### src/rtl/multicycle_control_unit_pkg.sv
// Shared encodings for the multicycle MIPS control path: opcodes, ALU-op classes,
// control FSM states and datapath mux select codes.
package mips_ctl_pkg;

  localparam logic [5:0] OP_R    = 6'b000000;
  localparam logic [5:0] OP_J    = 6'b000010;
  localparam logic [5:0] OP_JAL  = 6'b000011;
  localparam logic [5:0] OP_BEQ  = 6'b000100;
  localparam logic [5:0] OP_BNE  = 6'b000101;
  localparam logic [5:0] OP_ADDI = 6'b001000;
  localparam logic [5:0] OP_ANDI = 6'b001100;
  localparam logic [5:0] OP_ORI  = 6'b001101;
  localparam logic [5:0] OP_LUI  = 6'b001111;
  localparam logic [5:0] OP_LW   = 6'b100011;
  localparam logic [5:0] OP_SW   = 6'b101011;

  // ALU-op classes, also decoded by ALU control
  localparam logic [2:0] ALU_OP_R    = 3'b111;
  localparam logic [2:0] ALU_OP_ADD  = 3'b100;
  localparam logic [2:0] ALU_OP_ORI  = 3'b101;
  localparam logic [2:0] ALU_OP_ANDI = 3'b001;
  localparam logic [2:0] ALU_OP_LUI  = 3'b110;
  localparam logic [2:0] ALU_OP_MEM  = 3'b011;
  localparam logic [2:0] ALU_OP_SUB  = 3'b010;

  localparam logic [1:0] REG_DST_RT = 2'b00;
  localparam logic [1:0] REG_DST_RD = 2'b01;
  localparam logic [1:0] REG_DST_RA = 2'b10;

  localparam logic [1:0] MEM_TO_REG_ALUOUT = 2'b00;
  localparam logic [1:0] MEM_TO_REG_MDR    = 2'b01;
  localparam logic [1:0] MEM_TO_REG_PC     = 2'b10;

  localparam logic [1:0] SRC_B_B        = 2'b00;
  localparam logic [1:0] SRC_B_FOUR     = 2'b01;
  localparam logic [1:0] SRC_B_IMM      = 2'b10;
  localparam logic [1:0] SRC_B_IMM_SHL2 = 2'b11;

  localparam logic [1:0] PC_SRC_ALU    = 2'b00;
  localparam logic [1:0] PC_SRC_ALUOUT = 2'b01;
  localparam logic [1:0] PC_SRC_JUMP   = 2'b10;
  localparam logic [1:0] PC_SRC_REG    = 2'b11;

  localparam logic [1:0] JMP_CTL_JR = 2'b10;

  typedef enum logic [3:0] {
    S_FETCH     = 4'd0,
    S_DECODE    = 4'd1,
    S_MEM_ADDR  = 4'd2,
    S_MEM_READ  = 4'd3,
    S_MEM_WB    = 4'd4,
    S_MEM_WRITE = 4'd5,
    S_R_EXEC    = 4'd6,
    S_R_WB      = 4'd7,
    S_I_EXEC    = 4'd8,
    S_I_WB      = 4'd9,
    S_BRANCH    = 4'd10,
    S_JUMP      = 4'd11,
    S_JAL_ST    = 4'd12
  } state_e;

  typedef struct packed {
    logic mem;
    logic r;
    logic imm;
    logic branch;
    logic jump;
    logic jal;
    logic illegal;
  } op_class_t;

endpackage

### src/rtl/multicycle_control_unit_if.sv
// Control-unit <-> datapath/ALU-control bundle. master = control unit, slave = datapath.
interface multicycle_control_unit_if;
  logic [5:0] opcode_i;
  logic [1:0] jmp_ctl_i;
  logic       pc_write_o;
  logic       pc_write_cond_o;
  logic       branch_ne_o;
  logic       i_or_d_o;
  logic       mem_read_o;
  logic       mem_write_o;
  logic       ir_write_o;
  logic       reg_write_o;
  logic [1:0] reg_dst_o;
  logic [1:0] mem_to_reg_o;
  logic       alu_src_a_o;
  logic [1:0] alu_src_b_o;
  logic       zero_ext_o;
  logic [1:0] pc_source_o;
  logic [2:0] alu_op_o;
  logic       illegal_o;
  logic [3:0] state_o;

  modport master (
    input  opcode_i, jmp_ctl_i,
    output pc_write_o, pc_write_cond_o, branch_ne_o, i_or_d_o, mem_read_o,
           mem_write_o, ir_write_o, reg_write_o, reg_dst_o, mem_to_reg_o,
           alu_src_a_o, alu_src_b_o, zero_ext_o, pc_source_o, alu_op_o,
           illegal_o, state_o
  );

  modport slave (
    output opcode_i, jmp_ctl_i,
    input  pc_write_o, pc_write_cond_o, branch_ne_o, i_or_d_o, mem_read_o,
           mem_write_o, ir_write_o, reg_write_o, reg_dst_o, mem_to_reg_o,
           alu_src_a_o, alu_src_b_o, zero_ext_o, pc_source_o, alu_op_o,
           illegal_o, state_o
  );
endinterface

### src/rtl/multicycle_control_unit_opcode_class_decoder.sv
// Combinational opcode classifier: one-hot instruction class plus the ALU op
// and immediate extension mode used by I-type arithmetic.
module opcode_class_decoder
  import mips_ctl_pkg::*;
(
  input  logic [5:0] opcode,
  output op_class_t  op_class,
  output logic [2:0] imm_alu_op,
  output logic       imm_zero_ext
);

  always_comb begin
    op_class     = '0;
    imm_alu_op   = ALU_OP_ADD;
    imm_zero_ext = 1'b0;
    case (opcode)
      OP_LW, OP_SW:    op_class.mem    = 1'b1;
      OP_R:            op_class.r      = 1'b1;
      OP_BEQ, OP_BNE:  op_class.branch = 1'b1;
      OP_J:            op_class.jump   = 1'b1;
      OP_JAL:          op_class.jal    = 1'b1;
      OP_ADDI:         op_class.imm    = 1'b1;
      OP_ANDI: begin
        op_class.imm = 1'b1;
        imm_alu_op   = ALU_OP_ANDI;
        imm_zero_ext = 1'b1;
      end
      OP_ORI: begin
        op_class.imm = 1'b1;
        imm_alu_op   = ALU_OP_ORI;
        imm_zero_ext = 1'b1;
      end
      OP_LUI: begin
        op_class.imm = 1'b1;
        imm_alu_op   = ALU_OP_LUI;
      end
      default:         op_class.illegal = 1'b1;
    endcase
  end

endmodule

### src/rtl/multicycle_control_unit.sv
// Main control FSM of the multicycle MIPS datapath. Moore outputs decoded from the
// state register, with Mealy terms for JR completion in R_EXEC and illegal_o in DECODE.
//
// state       | meaning
// FETCH       | read instruction, IR <- mem, PC <- PC+4
// DECODE      | ALUOut <- branch target, dispatch on opcode
// MEM_ADDR    | ALUOut <- A + sign-extended offset
// MEM_READ    | MDR <- mem[ALUOut]
// MEM_WB      | rt <- MDR
// MEM_WRITE   | mem[ALUOut] <- B
// R_EXEC      | ALU on A,B; JR loads PC from A and finishes here
// R_WB        | rd <- ALUOut
// I_EXEC      | ALU on A, extended immediate
// I_WB        | rt <- ALUOut
// BRANCH      | compare A,B; conditional PC <- ALUOut
// JUMP        | PC <- jump target
// JAL_ST      | PC <- jump target, $31 <- PC
module multicycle_control_unit
  import mips_ctl_pkg::*;
(
  input  logic                       clk,
  input  logic                       reset,
  multicycle_control_unit_if.master  bus
);

  state_e    state;
  state_e    state_next;
  op_class_t op_class;
  logic [2:0] imm_alu_op;
  logic       imm_zero_ext;

  opcode_class_decoder u_decoder (
    .opcode       (bus.opcode_i),
    .op_class     (op_class),
    .imm_alu_op   (imm_alu_op),
    .imm_zero_ext (imm_zero_ext)
  );

  always_ff @(posedge clk) begin
    if (reset) state <= S_FETCH;
    else       state <= state_next;
  end

  // Reset gates every output to zero so an aborted instruction cannot write.
  always_comb begin
    state_next          = S_FETCH;
    bus.pc_write_o      = 1'b0;
    bus.pc_write_cond_o = 1'b0;
    bus.branch_ne_o     = 1'b0;
    bus.i_or_d_o        = 1'b0;
    bus.mem_read_o      = 1'b0;
    bus.mem_write_o     = 1'b0;
    bus.ir_write_o      = 1'b0;
    bus.reg_write_o     = 1'b0;
    bus.reg_dst_o       = REG_DST_RT;
    bus.mem_to_reg_o    = MEM_TO_REG_ALUOUT;
    bus.alu_src_a_o     = 1'b0;
    bus.alu_src_b_o     = SRC_B_B;
    bus.zero_ext_o      = 1'b0;
    bus.pc_source_o     = PC_SRC_ALU;
    bus.alu_op_o        = 3'b000;
    bus.illegal_o       = 1'b0;
    bus.state_o         = 4'd0;
    if (!reset) begin
      bus.state_o = state;
      case (state)
        S_FETCH: begin
          bus.mem_read_o  = 1'b1;
          bus.ir_write_o  = 1'b1;
          bus.pc_write_o  = 1'b1;
          bus.alu_src_b_o = SRC_B_FOUR;
          bus.alu_op_o    = ALU_OP_ADD;
          bus.pc_source_o = PC_SRC_ALU;
          state_next      = S_DECODE;
        end
        S_DECODE: begin
          bus.alu_src_b_o = SRC_B_IMM_SHL2;
          bus.alu_op_o    = ALU_OP_ADD;
          if (op_class.mem)         state_next = S_MEM_ADDR;
          else if (op_class.r)      state_next = S_R_EXEC;
          else if (op_class.imm)    state_next = S_I_EXEC;
          else if (op_class.branch) state_next = S_BRANCH;
          else if (op_class.jump)   state_next = S_JUMP;
          else if (op_class.jal)    state_next = S_JAL_ST;
          else                      bus.illegal_o = op_class.illegal;
        end
        S_MEM_ADDR: begin
          bus.alu_src_a_o = 1'b1;
          bus.alu_src_b_o = SRC_B_IMM;
          bus.alu_op_o    = ALU_OP_MEM;
          state_next      = (bus.opcode_i == OP_SW) ? S_MEM_WRITE : S_MEM_READ;
        end
        S_MEM_READ: begin
          bus.mem_read_o = 1'b1;
          bus.i_or_d_o   = 1'b1;
          state_next     = S_MEM_WB;
        end
        S_MEM_WB: begin
          bus.reg_write_o  = 1'b1;
          bus.reg_dst_o    = REG_DST_RT;
          bus.mem_to_reg_o = MEM_TO_REG_MDR;
        end
        S_MEM_WRITE: begin
          bus.mem_write_o = 1'b1;
          bus.i_or_d_o    = 1'b1;
        end
        S_R_EXEC: begin
          bus.alu_src_a_o = 1'b1;
          bus.alu_src_b_o = SRC_B_B;
          bus.alu_op_o    = ALU_OP_R;
          if (bus.jmp_ctl_i == JMP_CTL_JR) begin
            bus.pc_write_o  = 1'b1;
            bus.pc_source_o = PC_SRC_REG;
          end else begin
            state_next = S_R_WB;
          end
        end
        S_R_WB: begin
          bus.reg_write_o  = 1'b1;
          bus.reg_dst_o    = REG_DST_RD;
          bus.mem_to_reg_o = MEM_TO_REG_ALUOUT;
        end
        S_I_EXEC: begin
          bus.alu_src_a_o = 1'b1;
          bus.alu_src_b_o = SRC_B_IMM;
          bus.alu_op_o    = imm_alu_op;
          bus.zero_ext_o  = imm_zero_ext;
          state_next      = S_I_WB;
        end
        S_I_WB: begin
          bus.reg_write_o  = 1'b1;
          bus.reg_dst_o    = REG_DST_RT;
          bus.mem_to_reg_o = MEM_TO_REG_ALUOUT;
          bus.alu_op_o     = imm_alu_op;
          bus.zero_ext_o   = imm_zero_ext;
        end
        S_BRANCH: begin
          bus.alu_src_a_o     = 1'b1;
          bus.alu_src_b_o     = SRC_B_B;
          bus.alu_op_o        = ALU_OP_SUB;
          bus.pc_write_cond_o = 1'b1;
          bus.pc_source_o     = PC_SRC_ALUOUT;
          bus.branch_ne_o     = (bus.opcode_i == OP_BNE);
        end
        S_JUMP: begin
          bus.pc_write_o  = 1'b1;
          bus.pc_source_o = PC_SRC_JUMP;
        end
        S_JAL_ST: begin
          bus.pc_write_o   = 1'b1;
          bus.pc_source_o  = PC_SRC_JUMP;
          bus.reg_write_o  = 1'b1;
          bus.reg_dst_o    = REG_DST_RA;
          bus.mem_to_reg_o = MEM_TO_REG_PC;
        end
        default: state_next = S_FETCH;
      endcase
    end
  end

endmodule

### src/flat_wrapper.sv
// flat-port wrapper written by rule: the top's interface ports become plain ports
module multicycle_control_unit_flat import mips_ctl_pkg::*;
  (clk, reset, bus_opcode_i, bus_jmp_ctl_i, bus_pc_write_o, bus_pc_write_cond_o, bus_branch_ne_o, bus_i_or_d_o, bus_mem_read_o, bus_mem_write_o, bus_ir_write_o, bus_reg_write_o, bus_reg_dst_o, bus_mem_to_reg_o, bus_alu_src_a_o, bus_alu_src_b_o, bus_zero_ext_o, bus_pc_source_o, bus_alu_op_o, bus_illegal_o, bus_state_o);
  multicycle_control_unit_if bus_i ();
  input  logic clk;
  input  logic reset;
  input wire logic [$bits(bus_i.opcode_i)-1:0] bus_opcode_i;
  input wire logic [$bits(bus_i.jmp_ctl_i)-1:0] bus_jmp_ctl_i;
  output wire logic [$bits(bus_i.pc_write_o)-1:0] bus_pc_write_o;
  output wire logic [$bits(bus_i.pc_write_cond_o)-1:0] bus_pc_write_cond_o;
  output wire logic [$bits(bus_i.branch_ne_o)-1:0] bus_branch_ne_o;
  output wire logic [$bits(bus_i.i_or_d_o)-1:0] bus_i_or_d_o;
  output wire logic [$bits(bus_i.mem_read_o)-1:0] bus_mem_read_o;
  output wire logic [$bits(bus_i.mem_write_o)-1:0] bus_mem_write_o;
  output wire logic [$bits(bus_i.ir_write_o)-1:0] bus_ir_write_o;
  output wire logic [$bits(bus_i.reg_write_o)-1:0] bus_reg_write_o;
  output wire logic [$bits(bus_i.reg_dst_o)-1:0] bus_reg_dst_o;
  output wire logic [$bits(bus_i.mem_to_reg_o)-1:0] bus_mem_to_reg_o;
  output wire logic [$bits(bus_i.alu_src_a_o)-1:0] bus_alu_src_a_o;
  output wire logic [$bits(bus_i.alu_src_b_o)-1:0] bus_alu_src_b_o;
  output wire logic [$bits(bus_i.zero_ext_o)-1:0] bus_zero_ext_o;
  output wire logic [$bits(bus_i.pc_source_o)-1:0] bus_pc_source_o;
  output wire logic [$bits(bus_i.alu_op_o)-1:0] bus_alu_op_o;
  output wire logic [$bits(bus_i.illegal_o)-1:0] bus_illegal_o;
  output wire logic [$bits(bus_i.state_o)-1:0] bus_state_o;
  assign bus_i.opcode_i = bus_opcode_i;
  assign bus_i.jmp_ctl_i = bus_jmp_ctl_i;
  assign bus_pc_write_o = bus_i.pc_write_o;
  assign bus_pc_write_cond_o = bus_i.pc_write_cond_o;
  assign bus_branch_ne_o = bus_i.branch_ne_o;
  assign bus_i_or_d_o = bus_i.i_or_d_o;
  assign bus_mem_read_o = bus_i.mem_read_o;
  assign bus_mem_write_o = bus_i.mem_write_o;
  assign bus_ir_write_o = bus_i.ir_write_o;
  assign bus_reg_write_o = bus_i.reg_write_o;
  assign bus_reg_dst_o = bus_i.reg_dst_o;
  assign bus_mem_to_reg_o = bus_i.mem_to_reg_o;
  assign bus_alu_src_a_o = bus_i.alu_src_a_o;
  assign bus_alu_src_b_o = bus_i.alu_src_b_o;
  assign bus_zero_ext_o = bus_i.zero_ext_o;
  assign bus_pc_source_o = bus_i.pc_source_o;
  assign bus_alu_op_o = bus_i.alu_op_o;
  assign bus_illegal_o = bus_i.illegal_o;
  assign bus_state_o = bus_i.state_o;
  multicycle_control_unit u_core (.clk(clk), .reset(reset), .bus(bus_i));
endmodule
### config.mk
export PLATFORM = sky130hd
export DESIGN_NAME = multicycle_control_unit_flat
export DESIGN_NICKNAME = d
export VERILOG_FILES = /design/src/rtl/multicycle_control_unit_pkg.sv /design/src/rtl/multicycle_control_unit_if.sv /design/src/rtl/multicycle_control_unit_opcode_class_decoder.sv /design/src/rtl/multicycle_control_unit.sv /design/src/flat_wrapper.sv
export SDC_FILE = /design/constraint.sdc
export NUM_CORES = 1
export LEC_CHECK = 0
export ABC_AREA = 0
export CORE_MARGIN = 3
export CORE_UTILIZATION = 40
export CTS_CLUSTER_DIAMETER = 200
export DETAILED_ROUTE_END_ITERATION = 16
export PLACE_DENSITY = 0.79
export REMOVE_ABC_BUFFERS = 1
export SETUP_SLACK_MARGIN = 0.15
export SLEW_MARGIN = 20
export SYNTH_ARGS = -nofsm -noshare
export SYNTH_HDL_FRONTEND = slang
export SYNTH_SLANG_ARGS = --single-unit
### constraint.sdc
create_clock -name clk -period 2.19 [get_ports clk]
set_input_delay 0.438 -clock clk [delete_from_list [all_inputs] [get_ports clk]]
set_output_delay 0.438 -clock clk [all_outputs]
set_load 0.005 [all_outputs]
==> metrics.md <==
| Metric | Value |
|---|---|
| Pins over their slew limit | 0 |
| Rows | 14 |
| Largest regs | u_core.state x4 |
| Pin count of the biggest net entering global routing | 22 |
| Layout cell share with drive strength beyond 1 | between 40% and 50% |
| Part of the Yosys area used for sequential elements | a little over a tenth |
| Post-Route WL | between 4000 and 5000 um |
| Nets | ~200 |
| Distinct cells, synth | 36 |
| Worst path required time | 1.75 ns |
| Synth Warn # | 0 |
| Detailed Route Iter0 Violations | roughly 100 |
| Placed Instance Area | about 0.0013 mm^2 |
| Final hold vios | 0 |
| CP max FO | 2 |
| Type of the tightest min-delay check | flop to flop |
| Fillers | 76 |
| HPWL after DPL | 2030 um |
| Initial antenna violation count | 0 |
| Critical Path Start Type | flop |
| DR pass1 iterations | 5 |
| PortBufs | 35 |
| Diode count | 0 |
| GR Util met2 | 44.8% |
| Syn avg cell area | ~6.1 um^2 |
| Final WS setup | -0.0116 ns |
| Die W | 49.0 um |
| Area of the core | about 0.0016 mm^2 |
| Register name with the most flops | u_core.state |
| Most area-hungry cell type in the Yosys netlist | dfxtp_1 |
| Grt met3 use | 1.53% |
| FF-to-FF Start | u_core.state[1] |
| Die height | 49.0 um |
| Worst VDD drop | between 300 and 400 uV |
| Total track usage | 24.8% |
| First-pass GRT wire length | 4890 um |
| Worst slew margin | between 60% and 70% |
| Final setup vio count | 1 |
| Pre-CTS setup slack | -0.510 ns |
| HP Start | u_core.state[1] |
| Outcome | complete, but fails checks |
| Layout Cells excl Fill | 210 |
| Clock Latency Late Sink | 0.23 ns |
| Slew at the pin with the worst max-slew slack | about 0.45 ns |
| Hold WS | 0.719 ns |
| Final Power | 366 uW |
| TritonCTS buffer count | 3 |
| P_leak | 0.000682 uW |
| Cells after Synth | between 100 and 150 |
| Critical Path Sink Type | primary output |
| Max Freq | 454 MHz |
| Design area | roughly 0.0015 mm^2 |
| Busiest grt layer | met2 |
| Congestion Overflow GR | 0 |
| DR WL/cell | between 15 and 20 um |
| Clk slew on worst S/H paths | 0.04 ns |
| WS Path Type | flop to primary output |
| GRT met1 Usage | 29.6% |
| Placed instance count | 196 |
| Max reg flops | 4 |
| MaxCap Viol Count | 0 |
| GP Congestion | ~0.84 |
| Vias per inst | 6.26 |
| PD cells | 248 mW/mm^2 |
| CTS max path bufs | 2 |
| RSZ-0062 raised after global routing | yes |
| DRC | 0 |
| Critical path arrival | between 1.5 and 2 ns |
| Sink Count | 4 |
| Register bit total from synthesis | 4 |
| I/O pin cnt | 36 |
| CTS Hold Bufs | 0 |
| Initial core utilization | 45.5% |
| P&R area growth vs syn | 99.7% |
| Vias in the first global route | 1094 |
| Via count | between 1000 and 1500 |
| Clock skew | 0.00316 ns |
| Tcrit/Tclk final | 101% |
| Total die area | 0.00240 mm^2 |
| CTS tree | done |
| Synth area leaders | dfxtp_1 11%, nor2_1 9.1%, a21oi_1 8.1% |
| CTS Root Cell | clkbuf_4 |
| Failing checks | negative setup slack |
| Cell area after synthesis | 741 um^2 |
| Routed Antenna Nets | 0 |
| Worst setup startpoint | u_core.state[1] |
| Post-synth top area share | roughly 11% |
| Number of H-tree levels | 1 |
| Min Tclk post-route | between 2 and 2.5 ns |
path summary, 6_finish.rpt:
path / cells after the start / slack, ns / endpoint
worst max-delay path: 4 / -0.01 / bus_illegal_o
worst min-delay path: 3 / 0.72 / u_core.state[1]
worst max register to register: 6 / 0.12 / u_core.state[3]
worst min register to register: 3 / 0.72 / u_core.state[1]
final cells by class:
cell class	count	area (um^2)	area share, %
Clock buffer	3	22.5	1.52
Multi-Input combinational cell	103	721	48.7
Tap cell	24	30.0	2.03
Inverter	2	7.51	0.508
Sequential cell	4	82.6	5.58
Timing Repair Buffer	74	616	41.6
report_power, final:
part / leakage (uW) / total, uW / internal, uW / switching [uW]
combinational: 0.000634 / 201 / 99.8 / 102
sequential: 0.0000336 / 77.2 / 76.0 / 1.24
clock: 0.0000138 / 87.6 / 61.0 / 26.6
total: 0.000682 / 366 / 237 / 130
routing by layer:
layer  wire length [um]  part of all wire, %
met1               1340                   33
met2               2060                   51
met3                383                  9.5
met4                268                  6.6
met5                  0                    0
critical path, stage by stage, from the launching register on:
cell,delay (ns)
dfxtp_2,0.32
or4b_4,0.54
a221o_1,0.33
nor3_1,0.19
buf_2,0.15
cells in the final DEF, fill, tap and decap left out, types with 2 or more instances in the layout:
| master | n |
|---|---|
| a311o_1 | 2 |
| o21ai_0 | 5 |
| clkbuf_2 | 5 |
| and2_1 | 3 |
| a21oi_1 | 11 |
| dfxtp_1 | 2 |
| nor4_2 | 2 |
| clkbuf_4 | 3 |
| buf_6 | 9 |
| nor3_1 | 4 |
| nor2_1 | 15 |
| nand2_2 | 2 |
| buf_4 | 29 |
| nand3b_1 | 2 |
| nor3_4 | 2 |
| nor2b_4 | 2 |
| inv_1 | 2 |
| nand2b_1 | 2 |
| clkdlybuf4s15_1 | 5 |
| nor2b_1 | 5 |
| a21oi_2 | 2 |
| nand2_1 | 6 |
| o21bai_1 | 3 |
| nand3_1 | 4 |
| dfxtp_2 | 2 |
| dlygate4sd2_1 | 18 |
| buf_2 | 5 |
| nor2_2 | 2 |
| a31oi_1 | 2 |
metrics by stage:
| stage | setup TNS [ns] | util [%] |
|---|---|---|
| finish | -0.0116 | 90.8 |
| floorplan | 0 | - |
| detailed placement | -5.41 | 78.3 |
| global placement | -4.99 | 78.3 |
| CTS | 0 | 84.2 |
| global route | -0.0318 | 90.8 |
cells in the mapped netlist (all sizes together):
cell	number
and2b	1
nor3	7
or3	2
nor4b	1
and3	1
nand3	4
a311o	2
a41o	1
nand3b	2
nor3b	1
nor2b	8
nor2	18
a221o	1
inv	2
o21ai	6
xnor2	1
nand4b	1
o21bai	3
o2111ai	1
nand2b	4
nor4	4
a211oi	1
a32oi	2
nand2	8
buf	5
a31oi	2
o31ai	1
xor2	1
or2	2
dfxtp	4
a21oi	13
and2	3
clkbuf	8
or4b	1
cells by family (layout without fill, tap and decap cells):
family          count (synthesis)  in the layout  synth area share (%)
xor+xnor                        2              2                  2.37
flops                           4              4                  10.8
buf+inv                        15             79                  8.61
simple gates                   68             68                  49.2
compound gates                 33             33                  29.1
repair_timing:
| item | in CTS | in global routing |
|---|---|---|
| buffers inserted | 6 | 5 |
| pin swaps | 9 | 12 |
| setup endpoints to repair | 26 | 22 |
| hold endpoints to repair | 0 | 0 |
| resized for setup | 69 | 40 |
Note: power is estimated with default switching activity, not from simulation.
==> variant (same settings) <==
Make the reset (`reset`) asynchronous in one clocked block.
--- a/src/rtl/multicycle_control_unit.sv
+++ b/src/rtl/multicycle_control_unit.sv
@@ -36,7 +36,7 @@
     .imm_zero_ext (imm_zero_ext)
   );
 
-  always_ff @(posedge clk) begin
+  always_ff @(posedge clk or posedge reset) begin
     if (reset) state <= S_FETCH;
     else       state <= state_next;
   end
Behaviour: no difference found for any inputs over 10 cycles, from zero or initial values and one cycle with reset high; that may be too few to reach the edited logic, so the function may still have changed.
==> variant against the unedited design <==
  * The flow now stops in 5_1_grt
  * Synthesized cell count down 3.3%
  * Area after synthesis up 5.7%
==> variant: results (changes against the unedited design) <==
| Metric | Value |
|---|---|
| Yosys synthesis warning count | 0 (unchanged) |
| Log Error | [ERROR DPL-0033] detailed placement checks failed during check placement. |
| Sequential share of the synthesized area | 0.128 (+0.0197) |
| Clock sinks | 4 (unchanged) |
| Share of the synthesized area in the top cell type | 0.128 (+0.0197) |
| Initial antenna violation count | 0 |
| Hold buffers post-CTS | 0 (unchanged) |
| Stop stage | 5_1_grt |
| Largest family of logic cells by synthesized area | simple AND/OR/NAND/NOR gates |
| Root Driver | clkbuf_4 |
| WEP type | primary output |
| Largest net degree at the start of global routing | 11 |
| Post-synth EDFFs | 0 (unchanged) |
| Top cells by area, synth | dfrtp_1 (13%), a21oi_1 (7.7%), nor2b_1 (7.2%) |
| Status | aborted with a tool error |
| Mux contribution to synthesized area | 0.0288 (+0.0288) |
| Area share of fa/ha/maj cells after synthesis | 0 (unchanged) |
| Area after DPL | 1390 um^2 (+9.1%) |
| Max clock buf depth | 2 (unchanged) |
| Cell variety after synth | 36 (unchanged) |
| Synth Area in Compound Gates | 0.216 (-0.0749) |
| Post-DP HPWL | 2.27 mm (+12%) |
| Placer Congestion | 0.809 (-4.2%) |
| Synth top cells by count | a21oi_1 (12), nor2_1 (12), nor2b_1 (9), nand2_1 (8), o21ai_0 (8) |
| Post-GRT worst EP | bus_pc_write_o |
| Port-buffer cells | 35 (unchanged) |
| Synth async-reset ratio | 1.00 (+1.00) |
| Main synth FF type | dfrtp_1 |
| Syn Std Cell Area | 783 um^2 (+5.7%) |
| Xor/xnor share of the synthesized area | 0.0447 (+0.0211) |
| H-tree level count | 1 (unchanged) |
| CTS Buf Count | 3 (unchanged) |
-- variant: cell families after synthesis --
family	after synthesis
AOI/OAI and AO/OA	28
xor gates and xnor gates	4
buffers and inverters	15
DFF	4
muxes	2
and+or+nand+nor	65
-- variant: repair_timing --
action / 4_1_cts
setup buffers: 9
endpoints found under the setup margin: 26
gates resized for setup: 105
pin swaps: 14
-- variant: metrics by stage --
step	hold slack (ns)	std cells	setup slack, ns
4_1_cts	0.250	217	-0.111
3_5_place_dp	0.665	205	-0.626
3_3_place_gp	0.672	205	-0.578
2_1_floorplan	0.234	106	0.147
